===== config.mk =====
export PLATFORM = sky130hd
export DESIGN_NAME = prince_bwd_half
export DESIGN_NICKNAME = d
export VERILOG_FILES = /design/src/rtl/prince_bwd_half.sv
export SDC_FILE = /design/constraint.sdc
export NUM_CORES = 1
export LEC_CHECK = 0
export BUFFER_PORTS_ARGS = -buffer_cell sky130_fd_sc_hd__clkbuf_2
export CORE_MARGIN = 2
export CORE_UTILIZATION = 55
export DETAILED_ROUTE_END_ITERATION = 10
export HOLD_SLACK_MARGIN = 0.12
export PLACE_DENSITY_LB_ADDON = 0.1
export SETUP_SLACK_MARGIN = 0.2
export SYNTH_ARGS = -nofsm -noshare
export SYNTH_HDL_FRONTEND = slang
export SYNTH_SLANG_ARGS = --single-unit

===== constraint.sdc =====
create_clock -name clk -period 6.6 [get_ports clk]
set_clock_uncertainty 0.05 [all_clocks]
set_input_delay 0.99 -clock clk [delete_from_list [all_inputs] [get_ports clk]]
set_output_delay 0.99 -clock clk [all_outputs]
set_load 0.05 [all_outputs]

===== src/rtl/prince_bwd_half.sv =====
// PRINCE backward half: iterative engine running the five inverse rounds
// R6..R10 followed by the closing RC11/k1 addition. The state enters from
// the middle layer and leaves before the final k0' whitening.
`timescale 1ns/1ps

// Inverse linear layer M^-1 = M' o SR^-1: inverse ShiftRows first, then the
// involutive M' (block diagonal of M0_hat, M1_hat, M1_hat, M0_hat).
// Nibble 0 is bits 63:60; within a nibble the first matrix row is the MSB.
module imat (
    input  logic [63:0] din,
    output logic [63:0] dout
);

    function automatic logic [3:0] nib(input logic [63:0] x, input int idx);
        return x[63-4*idx -: 4];
    endfunction

    // Nibbles sit column-wise in a 4x4 matrix; row r is rotated right by r.
    function automatic logic [63:0] sr_inv(input logic [63:0] x);
        return {nib(x, 0),  nib(x, 13), nib(x, 10), nib(x, 7),
                nib(x, 4),  nib(x, 1),  nib(x, 14), nib(x, 11),
                nib(x, 8),  nib(x, 5),  nib(x, 2),  nib(x, 15),
                nib(x, 12), nib(x, 9),  nib(x, 6),  nib(x, 3)};
    endfunction

    // One 16x16 block: sub-block (i,j) is M_((i+j+base) mod 4), where M_m is
    // the 4x4 identity with row m cleared. base = 0 gives M0_hat, 1 gives M1_hat.
    function automatic logic [15:0] mhat(input logic [15:0] c, input logic [1:0] base);
        logic [15:0] r;
        logic [3:0]  n;
        logic [3:0]  mask;
        logic [1:0]  zr;
        r = '0;
        for (int i = 0; i < 4; i++) begin
            for (int j = 0; j < 4; j++) begin
                zr   = 2'(i + j + int'(base));
                n    = c[15-4*j -: 4];
                mask = ~(4'b1000 >> zr);
                r[15-4*i -: 4] = r[15-4*i -: 4] ^ (n & mask);
            end
        end
        return r;
    endfunction

    logic [63:0] shifted;

    // Pure combinational linear layer.
    always_comb begin
        shifted = sr_inv(din);
        dout    = {mhat(shifted[63:48], 2'd0),
                   mhat(shifted[47:32], 2'd1),
                   mhat(shifted[31:16], 2'd1),
                   mhat(shifted[15:0],  2'd0)};
    end

endmodule

module prince_bwd_half (
    input  logic        clk,
    input  logic        rst,
    input  logic        in_valid,
    output logic        in_ready,
    input  logic [63:0] in_data,
    input  logic [63:0] in_k1,
    output logic        out_valid,
    input  logic        out_ready,
    output logic [63:0] out_data
);

    typedef enum logic [1:0] {
        IDLE = 2'd0,
        RUN  = 2'd1,
        DONE = 2'd2
    } state_t;

    localparam logic [63:0] RC6  = 64'h7ef84f78fd955cb1;
    localparam logic [63:0] RC7  = 64'h85840851f1ac43aa;
    localparam logic [63:0] RC8  = 64'hc882d32f25323c54;
    localparam logic [63:0] RC9  = 64'h64a51195e0e3610d;
    localparam logic [63:0] RC10 = 64'hd3b5a399ca0c2399;
    localparam logic [63:0] RC11 = 64'hc0ac29b7c97c50dd;

    localparam logic [2:0] LAST_CNT = 3'd5;

    // cnt 0..4 selects the round constant of rounds 6..10; cnt 5 is the
    // closing addition, which reuses the same key-add path with RC11.
    function automatic logic [63:0] rc_sel(input logic [2:0] c);
        case (c)
            3'd0:    return RC6;
            3'd1:    return RC7;
            3'd2:    return RC8;
            3'd3:    return RC9;
            3'd4:    return RC10;
            default: return RC11;
        endcase
    endfunction

    function automatic logic [3:0] inv_s4(input logic [3:0] v);
        case (v)
            4'h0:    return 4'hb;
            4'h1:    return 4'h7;
            4'h2:    return 4'h3;
            4'h3:    return 4'h2;
            4'h4:    return 4'hf;
            4'h5:    return 4'hd;
            4'h6:    return 4'h8;
            4'h7:    return 4'h9;
            4'h8:    return 4'ha;
            4'h9:    return 4'h6;
            4'ha:    return 4'h4;
            4'hb:    return 4'h0;
            4'hc:    return 4'h5;
            4'hd:    return 4'he;
            4'he:    return 4'hc;
            default: return 4'h1;
        endcase
    endfunction

    function automatic logic [63:0] inv_s64(input logic [63:0] x);
        logic [63:0] r;
        r = '0;
        for (int i = 0; i < 16; i++) begin
            r[4*i +: 4] = inv_s4(x[4*i +: 4]);
        end
        return r;
    endfunction

    state_t      st;
    state_t      st_nxt;
    logic [2:0]  cnt;
    logic [63:0] state_r;
    logic [63:0] k1_r;
    logic [63:0] out_r;

    logic        load;
    logic        step;
    logic        finish;

    logic [63:0] rk_x;
    logic [63:0] lin_x;
    logic [63:0] round_x;

    // Key/constant addition shared by every round and the closing step.
    always_comb begin
        rk_x    = state_r ^ k1_r ^ rc_sel(cnt);
        round_x = inv_s64(lin_x);
    end

    imat u_imat (
        .din  (rk_x),
        .dout (lin_x)
    );

    // Next-state and handshake decode; in_ready never depends on in_valid.
    always_comb begin
        st_nxt   = st;
        in_ready = 1'b0;
        load     = 1'b0;
        step     = 1'b0;
        finish   = 1'b0;
        case (st)
            IDLE: begin
                in_ready = 1'b1;
                if (in_valid) begin
                    load   = 1'b1;
                    st_nxt = RUN;
                end
            end
            RUN: begin
                if (cnt == LAST_CNT) begin
                    finish = 1'b1;
                    st_nxt = DONE;
                end else begin
                    step = 1'b1;
                end
            end
            DONE: begin
                in_ready = out_ready;
                if (out_ready) begin
                    if (in_valid) begin
                        load   = 1'b1;
                        st_nxt = RUN;
                    end else begin
                        st_nxt = IDLE;
                    end
                end
            end
            default: begin
                st_nxt = IDLE;
            end
        endcase
    end

    // FSM state register.
    always_ff @(posedge clk) begin
        if (rst) begin
            st <= IDLE;
        end else begin
            st <= st_nxt;
        end
    end

    // Round datapath: load, iterate, then latch the result for the output.
    always_ff @(posedge clk) begin
        if (rst) begin
            cnt     <= 3'd0;
            state_r <= 64'h0;
            k1_r    <= 64'h0;
            out_r   <= 64'h0;
        end else if (load) begin
            cnt     <= 3'd0;
            state_r <= in_data;
            k1_r    <= in_k1;
        end else if (step) begin
            cnt     <= cnt + 3'd1;
            state_r <= round_x;
        end else if (finish) begin
            state_r <= rk_x;
            out_r   <= rk_x;
        end
    end

    assign out_valid = (st == DONE);
    assign out_data  = out_r;

endmodule


==> impl_metrics.csv <==
group,metric,value,unit
synthesis,avgSynthCellArea,8.04,um^2
synthesis,synth_edf_count,0,
clock_tree,h-tree-depth,4,
timing,setup_viol,0,
critical_path,path_class,"reg2reg",
grt,grt_pass1_wl,66700,um
power,worst_ir_drop_vdd,0.000236,V
critical_path,setup.worst_path.start,"cnt[0]",
timing,max_freq,220,MHz
run_status,status,"completed",
route,drtAntennaViolNets,0,
route,routed_wirelength,44400,um
critical_path,critical_path.max_stage_delay,640,ps
timing,tightest_slew,1150,ps
final_layout,syn_to_final_growth,13.2,%
clock_tree,cts_max_path_buffers,2,
critical_path,worstPathArrival,4870,ps
die,initial_core_util,55.9,%
placed_design,gp_congestion,0.996,
clock_tree,clk_latency,460,ps
route,wl_per_cell,22.1,um
timing,grt_setup_unrepaired,"false",
grt,grt_busiest_layer,"met2",
timing,whs,404,ps
die,die_area,24200,um^2
synthesis,yosysTopAreaCellShare,31.2,%
critical_path,worstSetupEndpointType,"flop",
final_layout,multiInputGateArea,8170,um^2
placed_design,dp_hpwl,31700,um
final_layout,ff_latch_area,3940,um^2
grt,gr-total-overflow,0,
die,ios,198,
route,first_pass_iters,5,
timing,min_period_over_period,68.9,%
die,rows,55,
hold_path,hold_path_class,"reg2reg",
grt,track_usage,36.5,%
timing,slew_viol_final,0,
synthesis,async_reset_ff_share,0,%
synthesis,syn_area,12600,um^2
critical_path,cpMostUsedCell,"ha_1",
placed_design,dpl-instance-area,13700,um^2
critical_path,slowest_stage,"ha_1",
clock_tree,numCtsBuffers,17,
flow_run,max_cap_violations,0,
final_layout,postLayoutCoreUtil,63.3,%
timing,period_minus_slack,4550,ps
grt,antenna_found_initial,1,
synthesis,ys_top_cells_by_area,"dfxtp_1 (31%), xnor2_1 (11%), nand2_1 (7.3%)",
final_layout,fin_area,14300,um^2
synthesis,synth_cells,1571,
route,detail_route.iter0.violations,1173,
clock_tree,cts_tree,"built",
placed_design,port_buffers,197,
critical_path,cp_cell_sequence,"ha_1 > ha_1 > nand2b_1 > o221ai_1 > xnor2_1 > xor2_1 > xnor2_1 > inv_1 > ha_1 > nor2b_1 > a311oi_1 > nor2_1 > a211oi_1",
die,die_y,155,um
synthesis,synth_largest_area_cell,"dfxtp_1",
synthesis,synth_fp_nets,1725,
critical_path,critPathBufInv,1,
critical_path,cpLargestDelayFamily,"adder cells",
power,total_power,7.52,mW
final_layout,fin_nets,1859,
clock_tree,clk_pin_slew,80,ps
power,powerDensity,526,nW/um^2
critical_path,timing.rr.start,"cnt[0]",
clock_tree,clockRootBuffer,"clkbuf_16",
synthesis,yosysMostFrequentCell,"nand2_1",
hold_path,min-delay-start,"out_data[55]",
route,vias,12180,
clock_tree,ctsResizeCount,0,
clock_tree,cts_setup_buffers,0,
timing,fin_tns_setup,0,ps
timing,hold_violations,0,
synthesis,yosysSeqAreaShare,31.2,%
synthesis,synth_seq_cells,197,
timing,relSlewSlack,23.3,%
grt,use_met1,52.2,%
final_layout,layout-drive-gt1-share,16.6,%
synthesis,synth_cell_type_count,87,
clock_tree,cts.sinks,197,
synthesis,ys_top_cells_by_count,"nand2_1 (247), dfxtp_1 (197), a21oi_1 (185)",
grt,use_met2,56.2,%
critical_path,required,6920,ps
grt,grt_max_degree,156,
critical_path,worstSetupStartpointType,"flop",
die,coreArea,22600,um^2
grt,use_met3,5.77,%
power,p_leak,5.79,nW
grt,grt_pass1_vias,11072,
route,route.detailed.drc,0,
route,avgViaCountPerCell,6.08,
critical_path,critical_path.max_fanout,12,
synthesis,synth-main-ff-cell,"dfxtp_1",
final_layout,fillers,2109,
synthesis,ys_warn_count,0,
die,fp.dieW,155,um
clock_tree,hold_buffers,0,
## power by group
part | switching, mW | total (mW) | internal, mW
clock | 0.525 | 1.03 | 0.504
combinational | 2.99 | 5.02 | 2.03
sequential | 0.133 | 1.48 | 1.35
total | 3.64 | 7.52 | 3.88
## layout make-up
cell class,instances,area share (%)
Inverter,30,0.788
Multi-Input combinational cell,1244,57.2
Timing Repair Buffer,215,8.06
Tap cell,285,2.49
Sequential cell,197,27.6
Clock inverter,13,0.814
Antenna cell,1,0.0175
Clock buffer,18,3.07
## metal layers
metal	wire length (um)	up-vias	share of wire, %
met1	19400	5775	44
met4	1250	0	2.8
met2	19700	591	44
met5	0	-	0
li1	-	5739	-
met3	3980	75	9.0
## per-stage QoR
stage / setup slack, ps / instances
after CTS: 2180 / 2002
after floorplan: 3070 / 1571
final: 2050 / 2003
after global routing: 1830 / 2002
after global placement: 2280 / 1971
after detailed placement: 2220 / 1971
## flip-flops by register name (all words and copies together), names as in the netlist
signal / count
state_r: 64
st: 2
cnt: 3
k1_r: 64
out_data: 64
## worst min-delay path, stage by stage, from the launching register on
cell	delay [ps]
dfxtp_1	310
nand2_1	50
a21oi_1	50
## cells in the final DEF, fill, tap and decap left out, types with 29 or more instances in the layout
cell / synthesis / final
nand2_1: 247 / 245
dfxtp_1: 197 / 197
clkbuf_2: 0 / 196
a21oi_1: 185 / 185
xnor2_1: 160 / 160
nor2_1: 141 / 138
xor2_1: 65 / 65
o21ai_0: 63 / 63
a211oi_1: 32 / 32
inv_1: 29 / 29
nor3_1: 29 / 29
## kinds of logic after synthesis
logic type	share of synthesized area, %
XOR/XNOR	21.5
multiplexers	1.53
buffers and inverters	4.27
adder cells (fa/ha/maj)	2.18
AND/OR/NAND/NOR	17.8
flip-flops	31.2
AO/OA/AOI/OAI	21.5
## worst paths after layout
check             cells after the start  slack (ps)           end
setup / recovery                     13        2050   state_r[36]
hold / removal                        2         400  out_data[55]
setup reg to reg                     13        2050   state_r[36]
hold reg to reg                       2         400  out_data[55]
Power figures use the tool's default switching activity.
